`src/rtl/spike_input_arbiter_if.sv`:
```
// ============================================================================
// spike_input_arbiter_if
// Source-side spike handshake plus controller-side head-of-queue signals.
// Revision: 1.0
// ============================================================================
`default_nettype none

interface spike_input_arbiter_if #(
  parameter int N_SRC = 4,
  parameter int IW    = 14,
  parameter int LW    = 4
);
  logic [N_SRC-1:0]    src_valid;
  logic [N_SRC*IW-1:0] src_index;
  logic [N_SRC-1:0]    src_ready;
  logic                input_occurred;
  logic [IW-1:0]       input_index;
  logic                input_ack;
  logic [LW-1:0]       fifo_level;
  logic [15:0]         accept_count;
  logic                protocol_err;

  modport master (
    output src_valid, src_index, input_ack,
    input  src_ready, input_occurred, input_index, fifo_level, accept_count, protocol_err
  );

  modport slave (
    input  src_valid, src_index, input_ack,
    output src_ready, input_occurred, input_index, fifo_level, accept_count, protocol_err
  );
endinterface

`default_nettype wire

```
`src/rtl/spike_input_arbiter.sv`:
```
// ============================================================================
// spike_input_arbiter
// Round-robin arbiter merging N_SRC spike sources into a pending-spike FIFO.
// Revision: 1.0
// ============================================================================
`default_nettype none

module spike_input_arbiter #(
  parameter int N_SRC      = 4,
  parameter int SR_DEPTH   = 16384,
  parameter int FIFO_DEPTH = 8
) (
  input  wire logic            clk,
  input  wire logic            reset,
  spike_input_arbiter_if.slave bus
);
  localparam int IW = $clog2(SR_DEPTH);
  localparam int AW = $clog2(FIFO_DEPTH);
  localparam int LW = AW + 1;
  localparam int PW = (N_SRC > 1) ? $clog2(N_SRC) : 1;

  logic [PW-1:0]    rr_ptr;
  logic [AW-1:0]    wr_ptr;
  logic [AW-1:0]    rd_ptr;
  logic [LW-1:0]    level;
  logic [15:0]      accept_cnt;
  logic             perr;
  logic [IW-1:0]    mem [FIFO_DEPTH];

  logic             found;
  logic [PW-1:0]    gsel;
  logic [N_SRC-1:0] ready;
  logic             full;
  logic             empty;
  logic             push;
  logic             pop;
  logic [IW-1:0]    push_idx;

  assign full  = (level == LW'(FIFO_DEPTH));
  assign empty = (level == '0);

  // Search from rr_ptr upward; no grant while full even if a pop is in flight.
  always_comb begin
    found = 1'b0;
    gsel  = '0;
    ready = '0;
    if (!reset && !full) begin
      for (int k = 0; k < N_SRC; k++) begin
        if (!found && bus.src_valid[(int'(rr_ptr) + k) % N_SRC]) begin
          found = 1'b1;
          gsel  = PW'((int'(rr_ptr) + k) % N_SRC);
        end
      end
    end
    if (found) ready[gsel] = 1'b1;
  end

  assign push     = found;
  assign pop      = bus.input_ack && !empty;
  assign push_idx = bus.src_index[int'(gsel)*IW +: IW];

  always_ff @(posedge clk or posedge reset) begin
    if (reset) begin
      rr_ptr     <= '0;
      wr_ptr     <= '0;
      rd_ptr     <= '0;
      level      <= '0;
      accept_cnt <= '0;
      perr       <= 1'b0;
    end else begin
      if (push) begin
        rr_ptr <= (gsel == PW'(N_SRC - 1)) ? '0 : gsel + 1'b1;
        wr_ptr <= wr_ptr + 1'b1;
        if (accept_cnt != 16'hFFFF) accept_cnt <= accept_cnt + 16'd1;
      end
      if (pop) rd_ptr <= rd_ptr + 1'b1;
      if (bus.input_ack && empty) perr <= 1'b1;
      case ({push, pop})
        2'b10:   level <= level + 1'b1;
        2'b01:   level <= level - 1'b1;
        default: level <= level;
      endcase
    end
  end

  // Storage is deliberately left out of reset; only pointers and level matter.
  always_ff @(posedge clk) begin
    if (push) mem[wr_ptr] <= push_idx;
  end

  assign bus.src_ready      = ready;
  assign bus.input_occurred = !empty;
  assign bus.input_index    = empty ? '0 : mem[rd_ptr];
  assign bus.fifo_level     = level;
  assign bus.accept_count   = accept_cnt;
  assign bus.protocol_err   = perr;
endmodule

`default_nettype wire

```
`src/flat_wrapper.sv`:
```
// flat-port wrapper written by rule: the top's interface ports become plain ports
module spike_input_arbiter_flat 
#(
  parameter int N_SRC      = 4,
  parameter int SR_DEPTH   = 16384,
  parameter int FIFO_DEPTH = 8
)
  (clk, reset, bus_src_valid, bus_src_index, bus_input_ack, bus_src_ready, bus_input_occurred, bus_input_index, bus_fifo_level, bus_accept_count, bus_protocol_err);
  spike_input_arbiter_if #(.N_SRC(N_SRC), .IW((14)), .LW((4))) bus_i ();
  input  wire logic clk;
  input  wire logic reset;
  input wire logic [$bits(bus_i.src_valid)-1:0] bus_src_valid;
  input wire logic [$bits(bus_i.src_index)-1:0] bus_src_index;
  input wire logic [$bits(bus_i.input_ack)-1:0] bus_input_ack;
  output wire logic [$bits(bus_i.src_ready)-1:0] bus_src_ready;
  output wire logic [$bits(bus_i.input_occurred)-1:0] bus_input_occurred;
  output wire logic [$bits(bus_i.input_index)-1:0] bus_input_index;
  output wire logic [$bits(bus_i.fifo_level)-1:0] bus_fifo_level;
  output wire logic [$bits(bus_i.accept_count)-1:0] bus_accept_count;
  output wire logic [$bits(bus_i.protocol_err)-1:0] bus_protocol_err;
  assign bus_i.src_valid = bus_src_valid;
  assign bus_i.src_index = bus_src_index;
  assign bus_i.input_ack = bus_input_ack;
  assign bus_src_ready = bus_i.src_ready;
  assign bus_input_occurred = bus_i.input_occurred;
  assign bus_input_index = bus_i.input_index;
  assign bus_fifo_level = bus_i.fifo_level;
  assign bus_accept_count = bus_i.accept_count;
  assign bus_protocol_err = bus_i.protocol_err;
  spike_input_arbiter #(.N_SRC(N_SRC), .SR_DEPTH(SR_DEPTH), .FIFO_DEPTH(FIFO_DEPTH)) u_core (.clk(clk), .reset(reset), .bus(bus_i));
endmodule
```
`config.mk`:
```
export PLATFORM = sky130hd
export DESIGN_NAME = spike_input_arbiter_flat
export DESIGN_NICKNAME = d
export VERILOG_FILES = /design/src/rtl/spike_input_arbiter_if.sv /design/src/rtl/spike_input_arbiter.sv /design/src/flat_wrapper.sv
export SDC_FILE = /design/constraint.sdc
export NUM_CORES = 1
export LEC_CHECK = 0
export CAP_MARGIN = 20
export CORE_MARGIN = 3
export CORE_UTILIZATION = 35
export CTS_CLUSTER_SIZE = 28
export DETAILED_ROUTE_END_ITERATION = 16
export DONT_BUFFER_PORTS = 1
export PLACE_DENSITY_LB_ADDON = 0.1
export SLEW_MARGIN = 15
export SYNTH_ARGS = -nofsm -noshare
export SYNTH_HDL_FRONTEND = slang
export SYNTH_SLANG_ARGS = --single-unit
```
`constraint.sdc`:
```
create_clock -name clk -period 3.9 [get_ports clk]
set_input_delay 0.78 -clock clk [delete_from_list [all_inputs] [get_ports clk]]
set_output_delay 0.78 -clock clk [all_outputs]
set_load 0.02 [all_outputs]
```
==> impl_metrics.tcl <==
set metrics [dict create \
    status "complete, no violations" \
    p_leak_nw 2.56 \
    clock_latency_ns 0.41 \
    h-tree-depth 4 \
    grt_overflow 0 \
    finClkSkew_ns 0.00779 \
    place_congestion 0.728 \
    drive_gt1_frac 0.252 \
    synth_flop_cell "edfxtp_1" \
    ys_ff_latch 141 \
    synth_edf_count 112 \
    crit_required_ns 3.12 \
    rsz0062_at_grt "no" \
    critPathSlowestCell "dfrtp_1" \
    synth_area_sq_mm 0.00633 \
    synth_top_area_share 0.531 \
    n_antenna_cell 0 \
    drtPass1Iterations 4 \
    vias_per_cell 5.32 \
    wl_um 14000 \
    die_w_um 141 \
    cts_setup_buffers 0 \
    ctsResizeCount 0 \
    synthesis.nets 434 \
    cp.arrival_ns 2.58 \
    portBuffers 0 \
    synthArstFlopShare 0.206 \
    critical-path-top-delay-family "flip-flops" \
    initial_core_util 0.362 \
    yosysTopAreaCell "edfxtp_1" \
    fmax_ghz 0.298 \
    grt_pass1_wl_um 21600 \
    die_h_um 141 \
    cp-start-kind "register" \
    hpwl_um 9230 \
    antenna_found_initial 0 \
    power_density_mw_per_mm2 788 \
    cp_cell_sequence "nor3_2, a21o_1, a211oi_4, buf_4, inv_1, ha_1, and2_1" \
    clock_path_buffers 2 \
    worst_slew_pin_slew_ns 0.801 \
    p_total_mw 5.79 \
    vias 3310 \
    maxSlewViolCount 0 \
    slew_headroom 0.464 \
    tritoncts "built" \
    synth_warnings 0 \
    wl_per_cell_um 22.4 \
    ant_nets 0 \
    grt_pass1_vias 3678 \
    min_period_over_period 0.861 \
    path_class "reg2out" \
    hp-class "in2async" \
    first_iter_violations 204 \
    synth.area.top_cells "edfxtp_1 (53%), dfrtp_1 (11%), mux4_2 (11%), mux4_1 (4.6%), mux2i_1 (2.4%)" \
    seq_area_frac_synth 0.646 \
    period_needed_ns 3.36 \
    rows 48 \
    yosys-top-cells-count "edfxtp_1 (112), mux4_2 (31), dfrtp_1 (29)" \
    yosysMostFrequentCell "edfxtp_1" \
    tns_ns 0 \
    grt_usage 0.148 \
    drc_errors 0 \
    avgSynthCellArea_sq_um 17.5 \
    ys_types 41 \
    nets 457 \
    cts-root-buf "clkbuf_16" \
    setup_viol 0 \
    floorplan.core_area_sq_mm 0.0175 \
    drv_cap 0 \
    slowest_delay_ns 0.67 \
    critPathBufInv 2 \
    end_kind "output port" \
    die-area_sq_mm 0.0197 \
    area_growth_pct 16.0 \
    crit_fanout 14 \
    syn_inst 361 \
    finalHoldViolations 0 \
    clk_pin_slew_worst_paths_ns 0.06 \
    ctsHoldBuffers 0 \
    io_pins 103 \
    vdd_ir_drop_max_uv 328 \
    cts_sinks 141 \
    grt_max_degree 21 \
    numCtsBuffers 17 \
]
==> logic make-up after synthesis <==
kind of cell,Yosys count,share of synthesized area
xor+xnor,23,0.0318
buf+inv,27,0.0188
fa+ha+maj,10,0.0198
compound gates,21,0.0255
mux,61,0.187
flops,141,0.646
simple gates,78,0.0717
==> area by class of cell <==
| class | count | area, sq um |
|---|---|---|
| sequential | 141 | 4090 |
| tap | 225 | 282 |
| timing repair buffer | 21 | 170 |
| inverter | 10 | 37.5 |
| clock buffer | 19 | 433 |
| clock inverter | 13 | 173 |
| multi-input combinational | 193 | 2160 |
| fill | 1552 | 10100 |
==> report_power, final <==
part / switching, mW / leakage (nW) / total (mW) / internal (mW)
logic: 0.927 / 0.908 / 1.65 / 0.726
clock network: 0.585 / 0.296 / 1.65 / 1.06
registers: 0.462 / 1.36 / 2.49 / 2.03
==> layout by cell type, fill, tap and decap left out, types with 11 or more instances in the layout <==
cell type,n
edfxtp_1,112
mux4_2,31
dfrtp_1,28
buf_4,20
nor2_1,18
clkbuf_16,17
nand2_1,16
xor2_1,16
mux2i_1,15
mux4_1,11
==> routing by layer <==
layer  vias to the layer above  global-route usage  routed length, um
met5                         -                   0                  0
met3                         9              0.0399                732
li1                       1482                   -                  -
met1                      1737               0.195               6050
met2                        82               0.242               7070
met4                         0              0.0459                104
==> path summary, 6_finish.rpt <==
path                       cells after the start  slack (ns)                      from                           to
setup / recovery                               7        0.54  u_core.bus.fifo_level[1]             bus_src_ready[1]
max in group asynchronous                      2        2.82                     reset   u_core.bus.accept_count[2]
min in group clk                               1        0.49             bus_input_ack      u_core.bus.protocol_err
hold / removal                                 1        0.41                     reset  u_core.bus.accept_count[13]
setup reg to reg                               5        1.14  u_core.bus.fifo_level[1]             u_core.mem[6][1]
hold reg to reg                                2        0.60          u_core.rr_ptr[0]             u_core.rr_ptr[0]
==> stage by stage <==
| stage | util | cells | hold WS, ns | worst slack (ns) | instance area [sq um] |
|---|---|---|---|---|---|
| after CTS | 0.420 | 622 | 0.438 | 0.465 | 7350 |
| after global placement | 0.386 | 590 | 0.582 | 0.871 | 6740 |
| after global routing | 0.420 | 622 | 0.465 | 0.352 | 7350 |
| after detailed placement | 0.386 | 590 | 0.582 | 0.818 | 6740 |
| after floorplan | - | 361 | 0.516 | 0.481 | 6330 |
| final | 0.420 | 622 | 0.410 | 0.542 | 7350 |
==> state kept, by name, summed over array words and instances, names as in the netlist <==
| signal | count |
|---|---|
| u_core.mem | 112 |
| u_core.bus.accept_count | 16 |
| u_core.bus.fifo_level | 4 |
| u_core.rd_ptr | 3 |
| u_core.wr_ptr | 3 |
| u_core.bus.protocol_err | 1 |
| u_core.rr_ptr | 2 |
(Power assumes the default switching activity.)
